File: config.mk
export PLATFORM = sky130hd
export DESIGN_NAME = iddmm_result_sel
export DESIGN_NICKNAME = d
export VERILOG_FILES = /design/src/rtl/iddmm_result_sel.sv
export SDC_FILE = /design/constraint.sdc
export NUM_CORES = 1
export LEC_CHECK = 0
export ABC_AREA = 1
export CAP_MARGIN = 20
export CORE_AREA = 2 2 154 156
export CTS_CLUSTER_DIAMETER = 30
export DETAILED_ROUTE_END_ITERATION = 8
export DIE_AREA = 0 0 156 158
export GPL_TIMING_DRIVEN = 0
export PLACE_DENSITY = 0.67
export SLEW_MARGIN = 15
export SYNTH_ARGS = -nofsm -noshare
export SYNTH_HDL_FRONTEND = slang
export SYNTH_SLANG_ARGS = --single-unit
File: constraint.sdc
create_clock -name clk -period 5.5 [get_ports clk]
set_input_delay 1.1 -clock clk [delete_from_list [all_inputs] [get_ports clk]]
set_output_delay 1.1 -clock clk [all_outputs]
set_load 0.005 [all_outputs]
File: src/rtl/iddmm_result_sel.sv
// Result selector for the Montgomery core: drains both result FIFOs after cal_done,
// forwards the N words picked by the sign flag on a valid/ready stream and discards the other N.
module iddmm_result_sel #(
  parameter int K     = 128,
  parameter int N     = 32,
  parameter int CNT_W = $clog2(N) + 1
) (
  input  logic         clk,
  input  logic         rst_n,
  input  logic         cal_done,
  input  logic         cal_sign,
  input  logic         fifo_empty_a,
  input  logic [K-1:0] fifo_rd_data_a,
  output logic         fifo_rd_en_a,
  input  logic         fifo_empty_sub,
  input  logic [K-1:0] fifo_rd_data_sub,
  output logic         fifo_rd_en_sub,
  output logic         m_valid,
  output logic [K-1:0] m_data,
  output logic         m_last,
  input  logic         m_ready,
  output logic         busy,
  output logic         res_done,
  output logic         seq_err
);

  localparam logic [CNT_W-1:0] N_C    = CNT_W'(N);
  localparam logic [CNT_W-1:0] LAST_C = CNT_W'(N - 1);

  typedef enum logic [1:0] {IDLE, DRAIN, FLUSH} state_t;

  state_t           state;
  logic             sel;
  logic             last_acc;
  logic [CNT_W-1:0] fwd_cnt;
  logic [CNT_W-1:0] dis_cnt;

  logic             fwd_empty;
  logic             dis_empty;
  logic [K-1:0]     fwd_data;
  logic             fwd_pop;
  logic             dis_pop;
  logic             accept;
  logic             done_now;

  always_comb begin
    fwd_empty = sel ? fifo_empty_sub : fifo_empty_a;
    dis_empty = sel ? fifo_empty_a : fifo_empty_sub;
    fwd_data  = sel ? fifo_rd_data_sub : fifo_rd_data_a;
    accept    = m_valid && m_ready;
    fwd_pop   = (state == DRAIN) && !fwd_empty && (fwd_cnt < N_C) && (!m_valid || m_ready);
    dis_pop   = (state == DRAIN) && !dis_empty && (dis_cnt < N_C);
    // The final word may be accepted before the discard side finishes, so remember it.
    done_now  = last_acc || (accept && m_last);
  end

  assign fifo_rd_en_a   = sel ? dis_pop : fwd_pop;
  assign fifo_rd_en_sub = sel ? fwd_pop : dis_pop;
  assign busy           = (state != IDLE);

  always_ff @(posedge clk or negedge rst_n) begin
    if (!rst_n) begin
      state    <= IDLE;
      sel      <= 1'b0;
      last_acc <= 1'b0;
      fwd_cnt  <= '0;
      dis_cnt  <= '0;
      m_valid  <= 1'b0;
      m_data   <= '0;
      m_last   <= 1'b0;
      res_done <= 1'b0;
      seq_err  <= 1'b0;
    end else begin
      res_done <= 1'b0;
      if (cal_done && (state != IDLE)) seq_err <= 1'b1;

      // Output register: reload on pop (covers accept+pop with no bubble), empty on bare accept
      if (fwd_pop) begin
        m_valid <= 1'b1;
        m_data  <= fwd_data;
        m_last  <= (fwd_cnt == LAST_C);
      end else if (accept) begin
        m_valid <= 1'b0;
        m_last  <= 1'b0;
      end

      if (fwd_pop) fwd_cnt <= fwd_cnt + 1'b1;
      if (dis_pop) dis_cnt <= dis_cnt + 1'b1;
      if (accept && m_last) last_acc <= 1'b1;

      case (state)
        IDLE: begin
          if (cal_done) begin
            sel      <= cal_sign;
            fwd_cnt  <= '0;
            dis_cnt  <= '0;
            last_acc <= 1'b0;
            state    <= DRAIN;
          end
        end
        DRAIN: begin
          if ((fwd_cnt == N_C) && (dis_cnt == N_C)) begin
            state    <= FLUSH;
            res_done <= done_now;
          end
        end
        FLUSH: begin
          if (res_done) state <= IDLE;
          else          res_done <= done_now;
        end
        default: state <= IDLE;
      endcase
    end
  end

endmodule

# Yosys cells after proc, flatten, opt, wreduce, memory -nomap -nowiden
# Cells that the tools add are included.
dict set report totals {
  register_bits 148
  latch_bits 0
  ram_bits 0
  romBits 0
  word_cells 65
  memories 0
}
dict set report op_classes {
  addsub 2
  n_mul 0
  n_div 0
  n_lt_le_gt_ge 2
  n_eq_ne 8
  shifts 0
  n_mux 24
  bitwise 0
  reduce_logical 19
}
# op count
set op_table {}
lappend op_table {{128-bit 2-to-1 mux} 1}
lappend op_table {{6-bit 2-to-1 mux} 6}
lappend op_table {{6-bit by 1-bit adder with 6-bit output (second input constant)} 2}
lappend op_table {{6-bit == test (second input constant)} 2}
lappend op_table {{6-bit less-than comparator (second input constant)} 2}
lappend op_table {{1-bit 2-to-1 mux} 12}
lappend op_table {{1-bit logical AND} 9}
lappend op_table {{6-bit by 5-bit == test with 1-bit output (second input constant)} 1}
lappend op_table {{2-bit 2-to-1 mux} 3}
lappend op_table {{2-bit case mux with 3 select lines} 1}
lappend op_table {{2-bit != test (second input constant)} 2}
lappend op_table {{2-bit nonzero test} 2}
lappend op_table {{1-bit logical NOT} 3}
lappend op_table {{3-bit AND reduction} 1}
lappend op_table {{2-bit by 1-bit == test with 1-bit output (second input constant)} 1}
lappend op_table {{2-bit == test (second input constant)} 1}
lappend op_table {{2-bit logical NOT} 1}
lappend op_table {{1-bit logical OR} 2}
lappend op_table {{2-bit by 1-bit != test with 1-bit output (second input constant)} 1}
lappend op_table {{1-bit case mux with 2 select lines} 1}
lappend op_table {{2-bit AND reduction} 1}

# Depth between registers and ports, before layout
# Gate-level depths: netlist of the first run.
dict set report logic_depth {
  word_depth 8
  mapped_depth 11
}

# Least setup slack after synthesis of the first run
# Ideal clock, no wire load.
dict set report synth_timing {
  kind {in2out}
  from {input fifo_empty_sub}
  to {output fifo_rd_en_a}
  arrival_ps 1946
  slack_ps 2454
  path_stages 7
  cell_sequence {nand2_1 inv_2 nor2_1 nand3_2 buf_2 buf_2 o21ai_1}
}
dict set report synth_between {
  elab_chain_cells 6
  word_cells_on_any_way 10
  cone_classes {3 x mux; 7 x reduce/logical}
}
# element line
set synth_rtl {}
lappend synth_rtl {{start, declared} 15} ;# input logic fifo_empty_sub,
lappend synth_rtl {{1-bit 2-to-1 mux} 47} ;# fwd_empty = sel ? fifo_empty_sub : fifo_empty_a;
lappend synth_rtl {{1-bit logical NOT} 51} ;# fwd_pop = (state == DRAIN) && !fwd_empty && (fwd_cnt < N_C) && (!m_valid || m_ready);
lappend synth_rtl {{1-bit logical AND (3 in series)} 51}
lappend synth_rtl {{1-bit 2-to-1 mux (*)} 57} ;# assign fifo_rd_en_a = sel ? dis_pop : fwd_pop;
lappend synth_rtl {{end, declared} 14} ;# output logic fifo_rd_en_a,
# Mark *: on every way between the ends. The rest lies on a longest branch, timed or not.

# Worst setup path after layout of the first run
# Same ends and word-level chain as after synthesis.

==> flow_metrics.tcl, run 1 <==
set metrics [dict create \
    status "finished clean" \
    cts_tree "done" \
    cts-root-buf "clkbuf_16" \
    htreeDepth 4 \
    die_x_um 156 \
    ant_nets 0 \
    fmax_mhz 230 \
    dieArea_um2 24600 \
    end_kind "output port" \
    drive_gt1_frac 0.0576 \
    synth_area_um2 7170 \
    p_per_area_nw_per_um2 501 \
    fin_tns_setup_ps 0 \
    clockBufferDepth 2 \
    insertion_delay_ps 430 \
    portBuffers 397 \
    syn_nets 1144 \
    grt_util_all_layers 0.239 \
    cts.sinks 148 \
    detail_route.first_pass.iterations 5 \
    die_h_um 158 \
    fin_worst_skew_ps 14.4 \
    relSlewSlack 0.430 \
    rsz0062_at_grt "false" \
    fin_util 0.525 \
    crit_type "in -> out" \
    critical_path_arrival_ps 3260 \
    wl_per_cell_um 18.9 \
    vias 8045 \
    grt-ovfl-total 0 \
    instances_no_fill 1592 \
    synth_edf_count 0 \
    route.detailed.drc 0 \
    p_leak_nw 5.27 \
    drv_cap 0 \
    synth.avg_cell_area_um2 8.21 \
    power_mw 6.06 \
    synth_cell_type_count 22 \
    worst_slew_pin_slew_ps 856 \
    diodes 0 \
    first_global_vias 7970 \
    dp_hpwl_um 22600 \
    cts_buffers 17 \
    areaGrowthSynthToFinish_pct 68.8 \
    drt_iter0_drc 555 \
    post-cts-setup-buffer-count 0 \
    nets 1561 \
    post-route-period-util 0.792 \
    grt_first_pass_wirelength_um 44700 \
    start_kind "primary input" \
    path_max_fanout 10 \
    drv_slew 0 \
    hold_buffers 0 \
    routed_wirelength_um 30200 \
    row_count 56 \
    placed_cells 1561 \
    hold_class "reg -> reg" \
    synthArstFlopShare 1.00 \
    core_region_area_um2 23100 \
    synthCells 873 \
    cp.required_ps 4400 \
    antenna_found_initial 0 \
    ys_ff_latch 148 \
    path_clk_slew_ps 60 \
    min_period_ps 4360 \
    hold_violations 0 \
    final_common_cell "clkdlybuf4s50_1" \
    boundaryPins 398 \
    synth_warnings 0 \
    start_util 0.311 \
    layout_common_cells "clkdlybuf4s50_1, nand3_1, nand2_1" \
    ir_drop_mv 0.215 \
    grt_start_max_net_pins 83 \
    setup_viol 0 \
    place.gp.congestion 0.833 \
    yosysSeqAreaShare 0.517 \
    postCtsResizedCells 0 \
    dominantRegCellSynth "dfrtp_1" \
    viasPerCell 5.05 \
]
[Yosys cell counts (all sizes together) (2+ instances only)]
cell type  count  area share
ha             8       0.014
buf           38       0.036
nand4          4      0.0035
nor2          24       0.014
nand3        392        0.28
nand2        175       0.092
nor3           2      0.0014
clkbuf        34       0.018
o21ai         13      0.0091
dfrtp        148        0.52
a21oi          5      0.0035
inv           27       0.014
[sequential cells by signal, indices dropped and copies added (netlist names)]
| name | flops |
|---|---|
| dis_cnt | 6 |
| fwd_cnt | 6 |
| last_acc | 1 |
| m_data | 128 |
| m_last | 1 |
| m_valid | 1 |
| res_done | 1 |
| sel | 1 |
| seq_err | 1 |
| state | 2 |
[worst max-delay path, cell delays in order]
cell	delay, ps
clkdlybuf4s50_1	420
nand2_1	110
inv_2	30
nor2_1	140
nand3_2	230
buf_2	290
buf_2	230
o21ai_1	140
clkdlybuf4s50_1	550
[cell families after synthesis]
| logic type | count (synthesis) | synth area share |
|---|---|---|
| compound gates | 20 | 0.0147 |
| fa+ha+maj | 8 | 0.0140 |
| buf+inv | 100 | 0.0690 |
| flops | 148 | 0.517 |
| simple gates | 597 | 0.386 |
[routing by layer]
metal  wire [um]  track usage
met5           0            0
met4         767       0.0786
met3        2480       0.0693
met2       14700        0.408
met1       12200        0.291
[per-stage QoR]
step	worst slack (ps)	instance area (um2)	hold WS [ps]
finish	1140	12100	473
global route	917	12100	495
CTS	1140	12100	476
detailed placement	1150	11500	461
global placement	-3220	11500	442
floorplan	2450	7170	451
[worst paths after layout]
kind                           startpoint           end  slack, ps  cells after the start
setup / recovery           fifo_empty_sub  fifo_rd_en_a       1140                      9
setup reg to reg                      sel    m_data[21]       3300                      6
max in group asynchronous           rst_n    m_data[96]       4060                      2
hold / removal                    seq_err       seq_err        470                      1
min in group asynchronous           rst_n    m_data[27]        630                      1
hold reg to reg                   seq_err       seq_err        470                      1
[power by group]
part,switching (mW),total [mW],internal (mW)
sequential,0.272,1.84,1.56
combinational,1.60,3.09,1.48
clock,0.486,1.13,0.649
[final cells by class]
class | count | area [um2]
repair buffers | 398 | 4010
well taps | 290 | 363
clock buffers | 21 | 460
flip-flops and latches | 148 | 3700
inverters | 28 | 105
multi-input cells | 625 | 2970
fillers | 2149 | 11000
plain buffers | 72 | 389
clock inverters | 10 | 97.6
(Power assumes the default switching activity.)
==> run 2, diff against run 1 <==
Settings changed: CORE_AREA 2 2 154 156 to 2 2 156 158, DIE_AREA 0 0 156 158 to 0 0 158 160, PLACE_DENSITY 0.67 to 0.66.
Clock period 5.5 ns to 4.2 ns, I/O delays scaled along.
==> run 2 against run 1 <==
Net effect: critical path type is now reg -> out; global-route usage is 0.45 points lower; core utilization is 1.3 points lower; power is 33% higher; via count is 0.50% higher; hold slack worse by 130 ps; design area is 0.83% higher; largest cell class unchanged; highest routed layer unchanged; sequential share of layout area is 0.25 points lower; die area is 2.6% higher; clock-buffer cell count is 2 lower; critical path depth is 2 lower.
==> flow_metrics.tcl, run 2 (synthesis results as in run 1) <==
set metrics [dict create \
    status "finished clean" \
    setup_viol 0 \
    largest_register_ffs 128 \
    p_leak_nw 5.30 \
    slowest_stage "clkbuf_1" \
    cp_common_cell "clkbuf_1" \
    critical_path_arrival_ps 3020 \
    busiest_layer "met2" \
    insertion_delay_ps 430 \
    route.detailed.drc 0 \
    relSlewSlack 0.369 \
    cpPeakStageDelay_ps 610 \
    place.gp.congestion 0.844 \
    cts.sinks 148 \
    rsz0062_at_grt "false" \
    portBuffers 397 \
    final_common_cell "clkdlybuf4s50_1" \
    power_mw 8.08 \
    start_kind "flip-flop" \
    wl_per_cell_um 18.6 \
    detail_route.first_pass.iterations 5 \
    hold_violations 0 \
    die_x_um 158 \
    areaGrowthSynthToFinish_pct 70.1 \
    p_per_area_nw_per_um2 663 \
    min_period_ps 3860 \
    cp.required_ps 3360 \
    grt_first_pass_wirelength_um 45200 \
    multi_input_area_um2 2970 \
    path_clk_slew_ps 60 \
    worst_slew_pin_slew_ps 947 \
    start_util 0.301 \
    cts_tree "done" \
    drv_cap 0 \
    clockBufferDepth 2 \
    row_count 57 \
    met1_usage 0.284 \
    first_global_vias 8075 \
    drv_slew 0 \
    ir_drop_mv 0.237 \
    cts-root-buf "clkbuf_16" \
    antenna_found_initial 0 \
    fin_util 0.512 \
    die_h_um 160 \
    postCtsResizedCells 0 \
    grt-ovfl-total 0 \
    top_register "m_data" \
    layout_common_cells "clkdlybuf4s50_1, nand3_1, nand2_1" \
    grt_use_met3 0.0708 \
    boundaryPins 398 \
    fin_worst_skew_ps 10.2 \
    seqCellArea_um2 3700 \
    hold_buffers 0 \
    ant_nets 0 \
    dieArea_um2 25300 \
    fill_cells 2338 \
    nets 1561 \
    hold_class "in -> async" \
    path_cells "buf_4 > inv_2 > clkbuf_1 > clkbuf_1 > nand2_1 > o21ai_1 > clkdlybuf4s50_1" \
    end_kind "output port" \
    fmax_mhz 259 \
    path_max_fanout 10 \
    routed_wirelength_um 30300 \
    drt_iter0_drc 595 \
    viasPerCell 4.97 \
    htreeDepth 4 \
    dp_hpwl_um 22600 \
    drive_gt1_frac 0.0591 \
    core_region_area_um2 23800 \
    crit_type "reg -> out" \
    grt_start_max_net_pins 86 \
    use_met2 0.396 \
    post-cts-setup-buffer-count 0 \
    grt_util_all_layers 0.234 \
    largestRegisters "m_data (128), dis_cnt (6), fwd_cnt (6)" \
    diodes 0 \
    vias 8085 \
    post-route-period-util 0.920 \
    cts_buffers 17 \
]
## run 2: final timing paths
kind | start | to | slack, ps | cells after the start
max | sel | fifo_rd_en_sub | 340 | 7
max reg2reg | sel | m_data[26] | 1930 | 6
max in group asynchronous | rst_n | m_data[94] | 3020 | 2
min reg2reg | seq_err | seq_err | 460 | 1
min in group clk | seq_err | seq_err | 460 | 1
min | rst_n | m_data[21] | 350 | 1
## run 2: per-stage QoR
| stage | instance area (um2) | worst slack [ps] | TNS, ps | hold slack [ps] | cells |
|---|---|---|---|---|---|
| 4_1_cts | 12200 | 284 | 0 | 359 | 1627 |
| 5_1_grt | 12200 | 176 | 0 | 378 | 1627 |
| 3_5_place_dp | 11600 | 351 | 0 | 454 | 1595 |
| 2_1_floorplan | 7170 | 1670 | 0 | 451 | 873 |
| 6_report | 12200 | 337 | 0 | 347 | 1627 |
| 3_3_place_gp | 11500 | -4270 | -629440 | 442 | 1594 |
## run 2: worst max-delay path, delay by kind of cell, from the launching register on
| kind | cells | cell delay (ps) |
|---|---|---|
| buffers and inverters | 5 | 2020 |
| flip-flops | 1 | 360 |
| AND/OR/NAND/NOR | 1 | 110 |
| AO/OA/AOI/OAI | 1 | 100 |
## run 2: power by group
group	switching (mW)	leakage (nW)	internal, mW	total (mW)
clock network	0.666	0.292	0.961	1.63
registers	0.352	1.87	2.05	2.40
logic	2.11	3.14	1.94	4.06
## run 2: cell type report
type	instances	area share
repair buffers	398	0.329
flip-flops and latches	148	0.304
multi-input cells	625	0.243
clock buffers	19	0.0363
well taps	324	0.0332
plain buffers	72	0.0319
clock inverters	13	0.0142
inverters	28	0.00862
## run 2: routing by layer
layer | part of all wire | vias up
li1 | - | 3815
met1 | 0.40 | 3872
met2 | 0.49 | 348
met3 | 0.086 | 50
met4 | 0.025 | 0
met5 | 0 | -
==> run 3, diff against run 2 <==
Settings changed: CORE_AREA 2 2 156 158 to 4 4 154 156, PLACE_DENSITY 0.66 to 0.69.
==> run 3 against run 2 <==
Net effect: die area unchanged; via count grew 0.46%; sequential share of layout area increased by 0.081 points; first-iteration DRC count is 2.4% lower; worst setup slack better by 53 ps; critical path depth increased by 2; maximum frequency up 1.4%; global-route usage rose by 0.15 points; critical path type is now in -> out.
==> flow_metrics.tcl, run 3 (synthesis results as in run 1) <==
set metrics [dict create \
    routed_wirelength_um 30700 \
    detail_route.first_pass.iterations 5 \
    drt_iter0_drc 581 \
    rr_worst_depth 10 \
    place_area_um2 11500 \
    drv_slew 0 \
    wl_per_cell_um 19.3 \
    cts_buffers 17 \
    grt_util_all_layers 0.236 \
    end_kind "output port" \
    vias 8122 \
    antenna_found_initial 0 \
    multi_input_area_um2 2970 \
    clockBufferDepth 2 \
    fill_cells 2052 \
    grt_first_pass_wirelength_um 46200 \
    hold_ws_ps 359 \
    power_frac_clock 0.207 \
    highest_layer "met4" \
    ant_nets 0 \
    place.gp.congestion 0.874 \
    cts.sinks 148 \
    worst_slew_pin_slew_ps 923 \
    core_region_area_um2 22400 \
    placed_cells 1556 \
    p_int_mw 5.02 \
    diodes 0 \
    fin_worst_skew_ps 10.8 \
    grt_start_max_net_pins 79 \
    p_leak_nw 5.31 \
    boundaryPins 398 \
    power_frac_comb 0.498 \
    place_ws_ps 351 \
    fin_tns_setup_ps 0 \
    sw_frac_of_total 0.381 \
    met2_length_um 14800 \
    reg2reg_to "fwd_cnt[4]" \
    hold_violations 0 \
    portBuffers 397 \
    hold_buffers 0 \
    instances_no_fill 1587 \
    cts-root-buf "clkbuf_16" \
    reg2reg_from "state[1]" \
    wl_met1_um 12000 \
    postCtsResizedCells 0 \
    areaGrowthSynthToFinish_pct 69.7 \
    post-cts-setup-buffer-count 0 \
    nets 1561 \
    fin_util 0.544 \
    seqCellArea_um2 3700 \
    cp.required_ps 3360 \
    start_kind "primary input" \
    cts_tree "done" \
    status "finished clean" \
    post-route-period-util 0.907 \
    grt-ovfl-total 0 \
    final_common_cell "clkdlybuf4s50_1" \
    p_per_area_nw_per_um2 667 \
    htreeDepth 4 \
    dieArea_um2 25300 \
    hold_class "in -> async" \
    dp_hpwl_um 23100 \
    insertion_delay_ps 420 \
    largestRegisters "m_data (128), dis_cnt (6), fwd_cnt (6)" \
    path_max_fanout 10 \
    viasPerCell 5.12 \
    row_count 55 \
    switching_power_mw 3.09 \
    relSlewSlack 0.385 \
    worst-r2r-setup-slack_ps 2030 \
    setup_viol 0 \
    pwr-share-seq 0.295 \
    die_x_um 158 \
    path_clk_slew_ps 70 \
    largest_register_ffs 128 \
    first_global_vias 8099 \
    layout_common_cells "clkdlybuf4s50_1, nand3_1, nand2_1" \
    route.detailed.drc 0 \
    die_h_um 160 \
    drv_cap 0 \
    rsz0062_at_grt "false" \
    fmax_mhz 263 \
    crit_type "in -> out" \
    drive_gt1_frac 0.0584 \
    start_util 0.320 \
    power_mw 8.11 \
    critical_path_arrival_ps 2970 \
    wl_met3_um 2860 \
    min_period_ps 3810 \
    setup_ws_ps 391 \
    top_register "m_data" \
    design_area_um2 12200 \
    ir_drop_mv 0.293 \
]
-- run 3: changes by cell type in the layout (fill, tap and decap cells not counted) --
| cell | change |
|---|---|
| clkbuf_8 | +1 |
| clkinvlp_4 | -1 |
| clkinv_4 | -1 |
| bufinv_16 | +1 |
| inv_8 | -1 |
-- run 3: routing by layer --
| metal | GRT usage | vias to the layer above |
|---|---|---|
| met2 | 0.393 | 382 |
| met5 | 0 | - |
| li1 | - | 3814 |
| met4 | 0.0919 | 0 |
| met1 | 0.282 | 3862 |
| met3 | 0.0759 | 64 |
-- run 3: power by group through the flow --
stage          registers [mW]  clock network (mW)  logic, mW
2_1_floorplan            2.43                   0       1.77
3_3_place_gp             2.39                   0       4.03
3_5_place_dp             2.39                   0       4.09
4_1_cts                  2.39                1.70       4.10
5_1_grt                  2.47                1.76       4.43
6_report                 2.39                1.68       4.04
-- run 3: cell type report --
type / instances / share of cell area
clock buffers: 20 / 0.0376
plain buffers: 72 / 0.0320
inverters: 28 / 0.00864
well taps: 285 / 0.0293
clock inverters: 11 / 0.0144
multi-input cells: 625 / 0.244
flip-flops and latches: 148 / 0.305
repair buffers: 398 / 0.329
-- run 3: worst max-delay path by stage --
stage                      to  slack (ps)  depth (start not counted)           start
5_1_grt        fifo_rd_en_sub         220                          7             sel
3_5_place_dp     fifo_rd_en_a         350                          9  fifo_empty_sub
6_report         fifo_rd_en_a         390                          9  fifo_empty_sub
2_1_floorplan    fifo_rd_en_a        1670                          7  fifo_empty_sub
4_1_cts        fifo_rd_en_sub         260                          7             sel
3_3_place_gp       m_data[40]       -4210                          1           rst_n
-- run 3: worst max-delay path, stage by stage --
cell and delay (ps):
clkdlybuf4s50_1 420, nand2_1 120, inv_2 30, nor2_1 140, nand3_2 200, buf_2 270, buf_2 230, o21ai_1 170
clkdlybuf4s50_1 540
